File: src/rtl/spi_pkg.sv
// ---------------------------------------------------------------------------
// spi_pkg
//   Types and helpers used by the SPI register-file peripheral.
//   - spi_state_e : frame FSM states (IDLE/CMD/DATA/HOLD)
//   - RW_WRITE    : value of the frame's first bit that selects a write
//   - frame_w()   : total frame length in bits (1 R/W + address + data)
// ---------------------------------------------------------------------------
package spi_pkg;

    typedef enum logic [1:0] {
        ST_IDLE = 2'd0,
        ST_CMD  = 2'd1,
        ST_DATA = 2'd2,
        ST_HOLD = 2'd3
    } spi_state_e;

    localparam logic RW_WRITE = 1'b1;

    function automatic int frame_w(input int addr_w, input int data_w);
        return 1 + addr_w + data_w;
    endfunction

endpackage

File: src/rtl/spi_sync_edge.sv
// ---------------------------------------------------------------------------
// spi_sync_edge
//   Multi-flop synchroniser for one asynchronous input, with rise/fall pulse
//   detection on the last synchronised stage against one history flop.
//   Ports:
//     clk_i   system clock
//     rst_i   synchronous active-high reset (clears all flops to 0)
//     async_i asynchronous input pin
//     sync_o  synchronised level
//     rise_o  one-cycle pulse when sync_o goes 0->1
//     fall_o  one-cycle pulse when sync_o goes 1->0
// ---------------------------------------------------------------------------
module spi_sync_edge #(
    parameter int STAGES = 2
) (
    input  logic clk_i,
    input  logic rst_i,
    input  logic async_i,
    output logic sync_o,
    output logic rise_o,
    output logic fall_o
);

    logic [STAGES-1:0] sync_q;
    logic              hist_q;

    always_ff @(posedge clk_i) begin
        if (rst_i) begin
            sync_q <= '0;
            hist_q <= 1'b0;
        end else begin
            sync_q <= {sync_q[STAGES-2:0], async_i};
            hist_q <= sync_q[STAGES-1];
        end
    end

    assign sync_o = sync_q[STAGES-1];
    assign rise_o = sync_q[STAGES-1] & ~hist_q;
    assign fall_o = ~sync_q[STAGES-1] & hist_q;

endmodule

File: src/rtl/spi_regfile_peripheral.sv
// ---------------------------------------------------------------------------
// spi_regfile_peripheral
//   SPI mode-0 peripheral exposing NUM_REGS registers of DATA_W bits.
//   Frame (MSB first): R/W bit (1 = write), ADDR_W address bits, DATA_W data
//   bits. Writes commit when nCS rises after exactly a full frame; reads drive
//   the addressed register on CIPO during the data phase.
//   Ports:
//     clk, rst           system clock, synchronous active-high reset
//     nCS, SCLK, COPI    asynchronous SPI pins (synchronised internally)
//     CIPO, cipo_oe      registered read data and pad output enable
//     regs_out           flattened registers, reg i at [i*DATA_W +: DATA_W]
//     wr_strobe, wr_addr one-cycle pulse and address of a committed write
//     frame_err          sticky flag: a frame ended with the wrong bit count
//     state_dbg          current FSM state (spi_state_e encoding)
//
//   Handshake: the SPI side has no backpressure. A write is accepted exactly
//   when wr_strobe is high for one clk cycle; wr_addr is valid only in that
//   cycle, and regs_out already shows the new value in that same cycle.
// ---------------------------------------------------------------------------
module spi_regfile_peripheral
    import spi_pkg::*;
#(
    parameter int ADDR_W      = 7,
    parameter int DATA_W      = 8,
    parameter int NUM_REGS    = 5,
    parameter int SYNC_STAGES = 2
) (
    input  logic                       clk,
    input  logic                       rst,
    input  logic                       nCS,
    input  logic                       SCLK,
    input  logic                       COPI,
    output logic                       CIPO,
    output logic                       cipo_oe,
    output logic [NUM_REGS*DATA_W-1:0] regs_out,
    output logic                       wr_strobe,
    output logic [ADDR_W-1:0]          wr_addr,
    output logic                       frame_err,
    output logic [1:0]                 state_dbg
);

    localparam int FRAME_W = frame_w(ADDR_W, DATA_W);
    localparam int CNT_W   = $clog2(FRAME_W + 1);

    // ---------------- input synchronisation ----------------
    logic ncs_s, ncs_rise, ncs_fall;
    logic sclk_s, sclk_rise, sclk_fall;
    logic [SYNC_STAGES-1:0] copi_sync_q;
    logic copi_s;

    spi_sync_edge #(.STAGES(SYNC_STAGES)) u_sync_ncs (
        .clk_i(clk), .rst_i(rst), .async_i(nCS),
        .sync_o(ncs_s), .rise_o(ncs_rise), .fall_o(ncs_fall)
    );

    spi_sync_edge #(.STAGES(SYNC_STAGES)) u_sync_sclk (
        .clk_i(clk), .rst_i(rst), .async_i(SCLK),
        .sync_o(sclk_s), .rise_o(sclk_rise), .fall_o(sclk_fall)
    );

    // COPI uses the same depth as SCLK so a detected SCLK rise lines up with
    // the COPI value that was present at that pin edge.
    always_ff @(posedge clk) begin
        if (rst) copi_sync_q <= '0;
        else     copi_sync_q <= {copi_sync_q[SYNC_STAGES-2:0], COPI};
    end
    assign copi_s = copi_sync_q[SYNC_STAGES-1];

    // ---------------- state ----------------
    spi_state_e                     state_q, state_d;
    logic [CNT_W-1:0]               cnt_q, cnt_d;
    logic [ADDR_W:0]                cmd_q, cmd_d, cmd_next;
    logic [DATA_W-1:0]              data_q, data_d;
    logic [DATA_W-1:0]              shout_q, shout_d;
    logic                           rw_q, rw_d;
    logic [ADDR_W-1:0]              addr_q, addr_d;
    logic                           overrun_q, overrun_d;
    logic                           cipo_q, cipo_d;
    logic [NUM_REGS-1:0][DATA_W-1:0] regs_q;
    logic                           wr_strobe_q;
    logic [ADDR_W-1:0]              wr_addr_q;
    logic                           err_q;

    logic                           commit, err_set, addr_hit;
    logic [DATA_W-1:0]              rd_word;

    // Read lookup uses the address arriving with the last command bit;
    // out-of-range addresses read as zero.
    always_comb begin
        cmd_next = {cmd_q[ADDR_W-1:0], copi_s};
        rd_word  = '0;
        addr_hit = 1'b0;
        for (int i = 0; i < NUM_REGS; i++) begin
            if (cmd_next[ADDR_W-1:0] == ADDR_W'(i)) rd_word  = regs_q[i];
            if (addr_q == ADDR_W'(i))               addr_hit = 1'b1;
        end
    end

    always_comb begin
        state_d   = state_q;
        cnt_d     = cnt_q;
        cmd_d     = cmd_q;
        data_d    = data_q;
        shout_d   = shout_q;
        rw_d      = rw_q;
        addr_d    = addr_q;
        overrun_d = overrun_q;
        cipo_d    = cipo_q;
        commit    = 1'b0;
        err_set   = 1'b0;

        // nCS rise ends any frame and takes priority over a same-cycle SCLK edge.
        if (state_q != ST_IDLE && ncs_rise) begin
            state_d = ST_IDLE;
            cipo_d  = 1'b0;
            commit  = (state_q == ST_HOLD) && !overrun_q && (rw_q == RW_WRITE) && addr_hit;
            err_set = (state_q != ST_HOLD) || overrun_q;
        end else begin
            case (state_q)
                ST_IDLE: begin
                    if (ncs_fall) begin
                        state_d   = ST_CMD;
                        cnt_d     = '0;
                        cmd_d     = '0;
                        data_d    = '0;
                        shout_d   = '0;
                        overrun_d = 1'b0;
                        cipo_d    = 1'b0;
                    end
                end
                ST_CMD: begin
                    if (sclk_rise) begin
                        cmd_d = cmd_next;
                        cnt_d = cnt_q + 1'b1;
                        if (cnt_q == CNT_W'(ADDR_W)) begin
                            state_d = ST_DATA;
                            cnt_d   = '0;
                            rw_d    = cmd_next[ADDR_W];
                            addr_d  = cmd_next[ADDR_W-1:0];
                            if (cmd_next[ADDR_W] != RW_WRITE) begin
                                shout_d = rd_word;
                                cipo_d  = rd_word[DATA_W-1];
                            end
                        end
                    end
                end
                ST_DATA: begin
                    if (sclk_rise) begin
                        data_d = {data_q[DATA_W-2:0], copi_s};
                        cnt_d  = cnt_q + 1'b1;
                        if (cnt_q == CNT_W'(DATA_W - 1)) state_d = ST_HOLD;
                    end else if (sclk_fall && cnt_q != '0) begin
                        // The fall right after the last command bit must not
                        // shift: the MSB is presented for the first data rise.
                        shout_d = shout_q << 1;
                        cipo_d  = shout_q[DATA_W-2];
                    end
                end
                ST_HOLD: begin
                    if (sclk_rise) overrun_d = 1'b1;
                end
                default: state_d = ST_IDLE;
            endcase
        end
    end

    always_ff @(posedge clk) begin
        if (rst) begin
            state_q     <= ST_IDLE;
            cnt_q       <= '0;
            cmd_q       <= '0;
            data_q      <= '0;
            shout_q     <= '0;
            rw_q        <= 1'b0;
            addr_q      <= '0;
            overrun_q   <= 1'b0;
            cipo_q      <= 1'b0;
            regs_q      <= '0;
            wr_strobe_q <= 1'b0;
            wr_addr_q   <= '0;
            err_q       <= 1'b0;
        end else begin
            state_q     <= state_d;
            cnt_q       <= cnt_d;
            cmd_q       <= cmd_d;
            data_q      <= data_d;
            shout_q     <= shout_d;
            rw_q        <= rw_d;
            addr_q      <= addr_d;
            overrun_q   <= overrun_d;
            cipo_q      <= cipo_d;
            wr_strobe_q <= commit;
            err_q       <= err_q | err_set;
            if (commit) wr_addr_q <= addr_q;
            for (int i = 0; i < NUM_REGS; i++) begin
                if (commit && addr_q == ADDR_W'(i)) regs_q[i] <= data_q;
            end
        end
    end

    assign CIPO      = cipo_q;
    assign cipo_oe   = (state_q != ST_IDLE);
    assign regs_out  = regs_q;
    assign wr_strobe = wr_strobe_q;
    assign wr_addr   = wr_addr_q;
    assign frame_err = err_q;
    assign state_dbg = state_q;

endmodule

File: config.mk
export PLATFORM = sky130hd
export DESIGN_NAME = spi_regfile_peripheral
export DESIGN_NICKNAME = d
export VERILOG_FILES = /design/src/rtl/spi_pkg.sv /design/src/rtl/spi_sync_edge.sv /design/src/rtl/spi_regfile_peripheral.sv
export SDC_FILE = /design/constraint.sdc
export NUM_CORES = 1
export LEC_CHECK = 0
export CAP_MARGIN = 20
export CORE_ASPECT_RATIO = 1.1
export CORE_MARGIN = 3
export CORE_UTILIZATION = 49
export DETAILED_ROUTE_END_ITERATION = 7
export PLACE_DENSITY = 0.83
export SETUP_SLACK_MARGIN = 0.4
export SYNTH_ARGS = -nofsm -noshare
export SYNTH_HDL_FRONTEND = slang
export SYNTH_SLANG_ARGS = --single-unit
File: constraint.sdc
create_clock -name clk -period 2.1 [get_ports clk]
set_clock_uncertainty 0.05 [all_clocks]
set_input_delay 0.63 -clock clk [delete_from_list [all_inputs] [get_ports clk]]
set_output_delay 0.63 -clock clk [all_outputs]
set_load 0.1 [all_outputs]
Word-level counts from Yosys, hierarchy flattened. Cells that the tools add are included.

Output and inout bits: 53. Register bits after elaboration: 96. Bits of input ports: 5. Logic and storage cells: 128.

Bitwise logic cells: 10. Multiplexer cells: 43. Add/subtract/negate cells: 1. Equal/unequal tests: 22. Reductions and logical operators: 30.

Operator list (number): $mux 8 (7); $mux 7 (6); $eq 7x2->1 const B (4); $pmux 7 s3 (1); $mux 5 (4); $ne 2x2->1 const B (10); $pmux 8 s2 (1); $reduce_and 4->1 (4); $pmux 5 s3 (1); $eq 7x1->1 const B (2); $eq 7x3->1 const B (2); $logic_not 7->1 (2); $mux 1 (14); $pmux 7 s2 (1); $logic_and 1x1->1 (10); $mux 2 (5); $reduce_and 8->1 (1); $reduce_bool 2->1 (4); $reduce_and 7->1 (1); $pmux 2 s3 (1); $reduce_and 6->1 (1); $add 5x1->5 const B (1); $eq 5x3->1 const B (1); $not 1->1 (5); 13 further kinds (17).

Depth between registers and ports, before layout.
Depth in word-level cells: 10. Gate-level depth with buffers: 9. Gate-level depth less buffers: 7.

Cells and area by module. From an unflattened synthesis, not the netlist that was laid out.

Cell total of the unflattened synthesis: 476. Area, all modules: 4179.0 um^2.

Modules (own cells, without submodules): spi_regfile_peripheral (area each 3996.3 um^2, cells an instance 460, seq. area each 1801.7 um^2, instances 1); spi_sync_edge (area each 91.3 um^2, cells an instance 8, seq. area each 60.1 um^2, instances 2).

Least setup slack after synthesis. No wires, ideal clock.

Kind: reg-to-reg. Start: reg state_q[0], in the netlist state_dbg[0]. End: reg addr_q[0]. Data arrival time: 2826 ps. Cell stages (with the launch flop): 9. Setup time: 128 ps. Data required time: 1922 ps. Clock period less this slack: 3004 ps. Setup slack: -904 ps. Path buffers: 1. Path through: dfxtp_1 -> inv_1 -> ha_1 -> buf_6 -> inv_1 -> nand2_1 -> nand3_2 -> mux2i_1 -> nor2_1.

Longest elaborated chain between the ends: 4. Elaborated cells on any way between the ends: 5. Those cells by class: eq/ne: 1; bitwise: 1; reduce/logical: 3.

Ends and longest elaborated chain: start, declared (RTL line spi_regfile_peripheral.sv:70) `spi_state_e state_q, state_d;`; start signal, assigned (RTL line spi_regfile_peripheral.sv:183) `state_q <= state_d;`; $reduce_bool 2->1; via cipo_oe (RTL line spi_regfile_peripheral.sv:34) `output logic cipo_oe,`; $logic_and 1x1->1 (RTL line spi_regfile_peripheral.sv:113) `if (state_q != ST_IDLE && ncs_rise) begin`; $not 1->1 (no source line); $reduce_and 4->1 (no source line); end signal, assigned (RTL line spi_regfile_peripheral.sv:189) `addr_q <= addr_d;`; end, declared (RTL line spi_regfile_peripheral.sv:76) `logic [ADDR_W-1:0] addr_q, addr_d;`.

The timed path passes the listed nets, and every way through them passes these cells. A chain may end at the register's enable or synchronous reset.

Worst setup path in the final report.
Start: reg state_q[1], in the netlist state_dbg[1]. End: reg regs_q (netlist bit regs_out[36]).

Longest elaborated chain between the ends: 6. Elaborated cells on any way between the ends: 8. Those cells by class: eq/ne: 1; mux: 1; reduce/logical: 6.

Ends and longest elaborated chain: $eq 2x2->1 (RTL line spi_regfile_peripheral.sv:116) `commit = (state_q == ST_HOLD) && !overrun_q && (rw_q == RW_WRITE) && addr_hit;`; $logic_and 1x1->1 (3 in a row) (RTL line spi_regfile_peripheral.sv:116); $mux 1 (*) (RTL line spi_regfile_peripheral.sv:113); $logic_and 1x1->1 (*) (RTL line spi_regfile_peripheral.sv:196) `if (commit && addr_q == ADDR_W'(i)) regs_q[i] <= data_q;`; end signal, assigned by index (RTL line spi_regfile_peripheral.sv:196); end, declared (RTL line spi_regfile_peripheral.sv:79) `logic [NUM_REGS-1:0][DATA_W-1:0] regs_q;`.

Every way passes the cells marked *; elsewhere a longest branch is shown, timed or not.

==> impl_results.md <==
- Lkg Pwr: 2.58 nW
- Final Util: approximately four fifths
- Ports: 58
- Syn nets: approximately 450
- Layout filler cell count: 392
- Global-route wire length before repair: 19200 um
- Flops & latches, synth: 96
- Slew @ Worst Pin: roughly 690 ps
- Final Slew Violations: 0
- DP HPWL: 7680 um
- Area contributors post-synth: dfxtp_1 47%, mux2i_1 12%, nor2_1 6.2%, a21oi_1 2.9%, nand2_1 2.8%
- Sink Count: 96
- GR Overflow Total: 0
- Post-Synthesis Cells: 436
- Worst Path Class, Setup: flop to flop
- CTS max path bufs: 2
- Largest net degree at the start of global routing: 60
- Reg2reg path depth: 8
- FF-to-FF Start: state_dbg[1]$_SDFFE_PP0P_
- RSZ-0062 raised after global routing: true
- Post-synth EDFFs: 0
- Startpoint type of the worst setup path: flop
- H-Tree Level Count: 3
- Row count: 34
- Root buf cell: clkbuf_8
- Initial Util: 50.9%
- Die ar.: about 9500 um2
- Die Ht: a little over 100 um
- Hold Path Class: flop to flop
- GRT Overall Usage: 25.8%
- Max cap viols: 0
- Fin Setup TNS: 0 ps
- YS warnings: 0
- Vias per inst: ~6.4
- N_diodes: 0
- Hold_buf cts: 0
- Clock slew seen by the registers of the worst setup and hold paths: roughly 100 ps
- Hold Crit Start: u_sync_ncs.sync_q[0]$_SDFF_PP0_
- Synthesized area: 4100 um2
- Post-route worst setup slack: ~47 ps
- Flop-to-flop setup slack: 50 ps
- Routed Antenna Nets: 0
- Reg-to-reg endpoint: regs_out[36]$_SDFFE_PP0P_
- Synth area leader: dfxtp_1
- Post-synth top flop: dfxtp_1
- TritonCTS Buffers: 9
- Clock Latency Late Sink: around 380 ps
- Drt pass-1 iters: 5
- Area grow syn2layout: 56.5%
- Die W: 93.2 um
- Arr. time, crit path: 2240 ps
- Max Fclk: 0.487 GHz
- Share of layout cells above drive strength 1: 46.4%
- Status: completed
- Sequential share of the synthesized area: between 40% and 50%
- # DRC: 0
- Count of cell types in the netlist: 48
- Final net count: roughly 550
- CTS tree: yes
- Pwr dens: 744 nW/um2
- Worst setup EP type: flop
- Final setup viols: 0
- Routability Congestion: about 0.9
- Vias in the first global route: a little under 4000
- Rel. slew slack: 54.1%
- Final period utilization: 97.8%
- Top cell type's share of synthesized area: 46.9%
- # port buffers: 57
- Non-filler instance count after layout: 647
- Asr flop ratio synth: 0%
- DRT Wirelength: 15100 um
- WHS Endpoint: u_sync_ncs.sync_q[1]$_SDFF_PP0_
- Antenna violations before repair: 1
- DRC marker count from the first detailed-route iteration: 404
- Max FO, Critical Path: 8
- DP Worst Slack: 148 ps
- Final Hold Fails: 0
- Core area: just over 8000 um2
- Final min period: 2050 ps
- Placed cell count: 593
- Mapped Avg Cell Area: 9.39 um2
- Max VDD drop: around 0.00053 V
- CP Data Required Time: about 2300 ps
- Wire per inst: 23.4 um
- Worst hold stages: 1
- Vias: 4121
cell usage after synthesis (2+ instances only):
library cell,n
a2bb2oi_1,6
buf_4,2
a22oi_1,10
and3_1,8
buf_2,3
nor4_1,2
buf_6,2
nand3_1,19
o22a_1,6
a31oi_1,2
nand3_2,2
a32o_1,7
nand2b_1,4
nand3b_1,5
nand2_1,31
dfxtp_1,96
nor2_1,68
ha_1,7
mux2i_1,50
o21ai_0,17
nor3_1,4
clkbuf_1,17
a21oi_1,24
nor2b_1,14
inv_1,7
state kept, by name, indices dropped and copies added (netlist names):
signal and cells:
CIPO 1, addr_q 7, cmd_q 7, cnt_q 5
copi_sync_q 2, data_q 8, frame_err 1, overrun_q 1
regs_out 40, rw_q 1, shout_q 7, state_dbg 2
u_sync_ncs.hist_q 1, u_sync_ncs.sync_q 2, u_sync_sclk.hist_q 1, u_sync_sclk.sync_q 2
wr_addr 7, wr_strobe 1
where the power goes:
group | internal [mW] | switching (mW)
registers | 1.85 | 0.0311
clock network | 0.679 | 0.690
logic | 0.677 | 0.847
worst max-delay path, cell delays in order (launching register included):
cell and delay, ps:
dfxtp_4 400, inv_4 50, ha_4 180, nor3b_4 270
buf_6 160, and3_4 220, nand3_4 190, mux2i_1 300
nor2_1 90
worst max path at each step:
stage                                     end                 startpoint  slack (ps)
finish              regs_out[36]$_SDFFE_PP0P_  state_dbg[1]$_SDFFE_PP0P_          50
global route        regs_out[32]$_SDFFE_PP0P_  state_dbg[0]$_SDFFE_PP0P_        -0.3
CTS                                   cipo_oe  state_dbg[1]$_SDFFE_PP0P_         140
detailed placement  regs_out[10]$_SDFFE_PP0P_  state_dbg[0]$_SDFFE_PP0P_         150
global placement    regs_out[13]$_SDFFE_PP0P_  state_dbg[0]$_SDFFE_PP0P_         220
floorplan           regs_out[17]$_SDFFE_PP0P_  state_dbg[0]$_SDFFE_PP0P_          30
cells in the final DEF, fill, tap and decap left out, types with 14 or more instances in the layout:
master / synthesis / layout
buf_4: 2 / 37
dfxtp_2: 0 / 41
dfxtp_1: 96 / 52
mux2i_1: 50 / 49
o21ai_0: 17 / 14
nor2_1: 68 / 65
buf_12: 0 / 54
nand2_1: 31 / 18
buf_6: 2 / 15
nand3_1: 19 / 15
layout make-up:
type	count	area (um2)	share of cell area, %
flip-flops and latches	96	1980	31.0
clock inverters	6	91.3	1.43
repair buffers	111	1580	24.6
well taps	108	135	2.11
multi-input cells	309	2460	38.3
clock buffers	10	128	1.99
inverters	7	35.0	0.547
metrics by stage:
| step | hold WS [ps] | instance area [um2] | total power, mW |
|---|---|---|---|
| after floorplan | 364 | 4160 | 2.57 |
| after global placement | 373 | 5390 | 2.79 |
| after detailed placement | 382 | 5390 | 2.82 |
| after CTS | 398 | 5900 | 4.32 |
| after global routing | 394 | 6410 | 4.87 |
| final | 388 | 6410 | 4.77 |
layer usage:
| metal | share of wire, % | global-route usage, % |
|---|---|---|
| met1 | 37 | 30.6 |
| met2 | 50 | 44.2 |
| met3 | 7.5 | 6.77 |
| met4 | 6.0 | 11.6 |
| met5 | 0.099 | 0 |
cell families after synthesis:
kind of cell,Yosys count,share of synthesized area (%)
simple gates,169,20.6
flops,96,46.9
compound gates,80,13.6
mux,52,13.0
buf+inv,31,3.48
fa+ha+maj,7,2.14
xor+xnor,1,0.214
what timing repair did:
item,4_1_cts,5_1_grt
endpoints found under the setup margin,66,113
pin swaps,11,40
resized for setup,39,111
setup buffers,18,20
No activity file was read; power rests on OpenSTA's default activity.
==> patch 1: new RTL, config.mk and constraints unchanged <==
Change the parameter `NUM_REGS` from 5 to 10.
--- a/src/rtl/spi_regfile_peripheral.sv
+++ b/src/rtl/spi_regfile_peripheral.sv
@@ -22,7 +22,7 @@
 #(
     parameter int ADDR_W      = 7,
     parameter int DATA_W      = 8,
-    parameter int NUM_REGS    = 5,
+    parameter int NUM_REGS    = 10,
     parameter int SYNC_STAGES = 2
 ) (
     input  logic                       clk,
Interface: changed (resized regs_out); port bits go from 58 to 98. No check against the original RTL was run, so the function may have changed too.
==> patch 1 against the original RTL <==
The run now ends with setup timing left; critical path type unchanged; final area up 61%; worst setup slack lost 0.071 ns; combinational power shrank 3%; wire length grew 61%; clock power increased by 140%; sequential power increased by 39%; fmax fell by 3.3%; power rose by 54%; sequential cell count increased by 40; via count rose by 54%; highest routed layer is now met4; count of clock-buffer cells in the layout rose by 11; synthesized area is 52% higher.
==> patch 1: results (changes against the original RTL) <==
Cells and area
  – Clock-cell share of area: 0.0620 (was 0.0342)
  – Non-clock buffering overhead in the final layout: 0.261 (was 0.246)
  – Non-CTS buffers: 173 (was 111)
  – Seq area share: 0.281 (was 0.310)
  – Max reg flops: 80 (was 40)
  – Area of the multi-input gates: 0.00381 sq mm (was 0.00246 sq mm)

GRT
  – Initial antenna violation count: 0 (was 1)
  – Tot GR Track Use: 0.311 (was 0.258)
  – Routing usage on met3: 0.0935 (was 0.0677)
  – Largest net degree at the start of global routing: 47 (was 60)

Place
  – Routability congestion estimate: 0.966 (was 0.874)
  – Port buffer count: 97 (was 57)

Clock tree
  – CTS HTree Levels: 4 (was 3)
  – Clock-pin slew on the worst setup and hold paths: 0.06 ns (was 0.10 ns)
  – Total clock buffers created by CTS: 17 (was 9)

Synthesis
  – Top post-synthesis cells by count: dfxtp_1, nor2_1, mux2i_1, clkbuf_1, a21oi_1 (was dfxtp_1, nor2_1, mux2i_1, nand2_1, a21oi_1)
  – Sequential share of the synthesized area: 0.437 (was 0.469)
  – Post-Synthesis Cells: 678 (was 436)

Route
  – Post-Route WL: 24300 um (was 15100 um)
  – Routed wl met3: 2360 um (was 1130 um)

Worst setup path
  – Data arrival time of the critical path: 2.36 ns (was 2.24 ns)
  – FF-to-FF End: regs_out[51]$_SDFFE_PP0P_ (was regs_out[36]$_SDFFE_PP0P_)

STA
  – Final setup vio count: 5 (was 0)
  – Worst setup margin: -0.0236 ns (was 0.0472 ns)

Status
  – Outcome: finished with violations (was completed)
  – Violated checks: setup timing
patch 1: cell types whose count changed after synthesis, moves of 7 or more:
cell,change
dfxtp_1,+40
nor2_1,+52
o22ai_1,+7
a21oi_1,+8
a32o_1,-7
or3_1,+8
nor3_1,+8
clkbuf_1,+25
nand3b_1,+14
inv_1,+7
mux2i_1,+47
nand3_1,-8
patch 1: power groups by stage:
stage	clock (mW)	sequential, mW	combinational (mW)
2_1_floorplan	0	2.77	0.493
3_3_place_gp	0	2.68	0.811
3_5_place_dp	0	2.69	0.849
4_1_cts	3.22	2.63	1.07
5_1_grt	3.39	2.61	1.53
6_report	3.27	2.61	1.48
patch 1: how the worst min path moves through the flow:
stage	to	cells after the start	startpoint
global route	u_sync_sclk.sync_q[1]$_SDFF_PP0_	1	u_sync_sclk.sync_q[0]$_SDFF_PP0_
finish	u_sync_sclk.sync_q[1]$_SDFF_PP0_	1	u_sync_sclk.sync_q[0]$_SDFF_PP0_
global placement	u_sync_ncs.sync_q[1]$_SDFF_PP0_	1	u_sync_ncs.sync_q[0]$_SDFF_PP0_
CTS	u_sync_sclk.sync_q[1]$_SDFF_PP0_	1	u_sync_sclk.sync_q[0]$_SDFF_PP0_
detailed placement	u_sync_sclk.sync_q[1]$_SDFF_PP0_	1	u_sync_sclk.sync_q[0]$_SDFF_PP0_
floorplan	copi_sync_q[1]$_SDFF_PP0_	1	copi_sync_q[0]$_SDFF_PP0_
patch 1: logic make-up (layout without fill, tap and decap cells):
group / after synthesis / after routing / share of synthesized area
compound gates: 101 / 101 / 0.107
fa+ha+maj: 7 / 7 / 0.0141
buf+inv: 65 / 221 / 0.0402
flops: 136 / 136 / 0.437
mux: 100 / 100 / 0.165
simple gates: 269 / 270 / 0.237
==> patch 2: new RTL, config.mk and constraints unchanged <==
Made on the original files. Take the reset off `data_q` and load it in a clocked block of its own.
--- a/src/rtl/spi_regfile_peripheral.sv
+++ b/src/rtl/spi_regfile_peripheral.sv
@@ -169,7 +169,6 @@
             state_q     <= ST_IDLE;
             cnt_q       <= '0;
             cmd_q       <= '0;
-            data_q      <= '0;
             shout_q     <= '0;
             rw_q        <= 1'b0;
             addr_q      <= '0;
@@ -183,7 +182,6 @@
             state_q     <= state_d;
             cnt_q       <= cnt_d;
             cmd_q       <= cmd_d;
-            data_q      <= data_d;
             shout_q     <= shout_d;
             rw_q        <= rw_d;
             addr_q      <= addr_d;
@@ -198,6 +196,10 @@
         end
     end
 
+    always_ff @(posedge clk) begin
+        data_q <= data_d;
+    end
+
     assign CIPO      = cipo_q;
     assign cipo_oe   = (state_q != ST_IDLE);
     assign regs_out  = regs_q;
Behaviour: no difference found for any inputs over 4 cycles, from zero or initial values and one cycle with rst high; that may be too few to reach the edited logic, so the function may still have changed.
==> patch 2 against the original RTL <==
The run now ends with setup timing left; worst setup slack lost 0.13 ns; final area rose by 1.8%; power up 1.5%; critical path depth unchanged; wire length fell by 3.3%; sequential cell count is the same; non-clock buffer count grew 5; synthesized area increased by 2.4%; critical endpoint is now regs_out[31]$_SDFFE_PP0P_.
==> patch 2: results (changes against the original RTL) <==
Worst setup path
  – Data arrival time of the critical path: 2.39 ns (was 2.24 ns)

Synthesis
  – Post-synthesis mux area share: 0.108 (was 0.130)
  – Fraction of synthesized cell area in xor and xnor cells: 0.00209 (was 0.00214)
  – Synthesized Nets: 457 (was 448)
  – Distinct cells, synth: 54 (was 48)
  – Syn_area_per_cell: 9.43 sq um (was 9.39 sq um)
  – Post-synth EDFFs: 8 (was 0)
  – Synth area leaders: dfxtp_1, mux2i_1, nor2_1 (unchanged)
  – Synth Area in Compound Gates: 0.121 (was 0.136)
  – Top post-synthesis cells by count: dfxtp_1, nor2_1, mux2i_1, nand2_1, a21oi_1 (unchanged)
  – Synthesized-area fraction occupied by adder cells: 0.0209 (was 0.0214)
  – Sequential share of the synthesized area: 0.477 (was 0.469)

Route
  – Routed via count: 4141 (was 4121)
  – DR iter-0 viols: 503 (was 404)
  – Post-Route WL: 14600 um (was 15100 um)
  – Detailed-route wire length per cell: 22.1 um (was 23.4 um)

GRT
  – First-pass GRT wire length: 19500 um (was 19200 um)
  – Largest net degree at the start of global routing: 72 (was 60)
  – Tot GR Track Use: 0.259 (was 0.258)
  – Initial antenna violation count: 0 (was 1)
  – Via count of the first global-routing pass: 3907 (was 3898)

Place
  – Routability congestion estimate: 0.888 (was 0.874)
  – Setup slack at placement: -0.0251 ns (was 0.148 ns)
  – DP HPWL: 7960 um (was 7680 um)
  – Placed insts: 607 (was 593)
  – Post-DP Area: 0.00558 sq mm (was 0.00539 sq mm)

Cells and area
  – Layout overhead on the synthesized area: 55.5% (was 56.5%)
  – Nets: 560 (was 546)
  – Fillers: 389 (was 392)
  – Ratio of cells with drive above 1 in the final layout: 0.430 (was 0.464)

STA
  – Setup TNS: -0.824 ns (was 0 ns)
  – Worst-Margin Slew: 0.598 ns (was 0.689 ns)
  – Worst setup margin: -0.0878 ns (was 0.0472 ns)
  – Final setup vio count: 32 (was 0)

Power and ir drop
  – P_leak: 2.46 nW (was 2.58 nW)
  – Int Pwr: 3.23 mW (was 3.20 mW)

Status
  – Outcome: finished with violations (was completed)
  – Violated checks: setup timing

Clock tree
  – Total clock buffers created by CTS: 9 (unchanged)
patch 2: cells by family after synthesis:
group                      after synthesis
DFF                                     96
buffers and inverters                   31
adders and majority gates                7
xor gates and xnor gates                 1
and+or+nand+nor                        187
muxes                                   45
AOI/OAI and AO/OA                       78
patch 2: repair_timing:
action | CTS | global route
cloned | 0 | 1
gates resized for setup | 32 | 95
pin swaps | 33 | 40
setup buffers | 16 | 21
setup endpoints to repair | 82 | 114
patch 2: worst max-delay path, cell delays in order (launching register included):
cell and delay [ns]:
dfxtp_4 0.40, inv_4 0.05, ha_4 0.17, nor3b_4 0.27, nand4_4 0.18, nor4bb_2 0.32
buf_4 0.25, mux2i_1 0.27, nor2_1 0.09
patch 2: final timing paths:
| path | start | to | slack, ns | cells past startpoint |
|---|---|---|---|---|
| setup reg to reg | state_dbg[0]$_SDFFE_PP0P_ | regs_out[31]$_SDFFE_PP0P_ | -0.09 | 8 |
| hold reg to reg | copi_sync_q[0]$_SDFF_PP0_ | copi_sync_q[1]$_SDFF_PP0_ | 0.41 | 1 |
| setup / recovery | state_dbg[0]$_SDFFE_PP0P_ | regs_out[31]$_SDFFE_PP0P_ | -0.09 | 8 |
| hold / removal | copi_sync_q[0]$_SDFF_PP0_ | copi_sync_q[1]$_SDFF_PP0_ | 0.41 | 1 |
patch 2: final cells by class:
| cell class | count | share of cell area |
|---|---|---|
| clock buffer | 10 | 0.0228 |
| tap | 108 | 0.0207 |
| clock inverter | 6 | 0.0111 |
| timing repair buffer | 116 | 0.257 |
| sequential | 96 | 0.315 |
| multi-input combinational | 318 | 0.369 |
| inverter | 7 | 0.00537 |
patch 2: power by group through the flow:
| stage | Clock (mW) | Combinational (mW) | Sequential, mW |
|---|---|---|---|
| 2_1_floorplan | 0 | 0.528 | 2.06 |
| 3_3_place_gp | 0 | 0.882 | 1.97 |
| 3_5_place_dp | 0 | 0.902 | 1.98 |
| 4_1_cts | 1.33 | 1.14 | 1.92 |
| 5_1_grt | 1.44 | 1.61 | 1.93 |
| 6_report | 1.35 | 1.56 | 1.93 |
patch 2: per-layer routing:
| metal | track usage | wire length [um] |
|---|---|---|
| met2 | 0.474 | 7270 |
| met5 | 0 | 0 |
| met3 | 0.0526 | 1140 |
| met4 | 0.123 | 904 |
| met1 | 0.288 | 5320 |
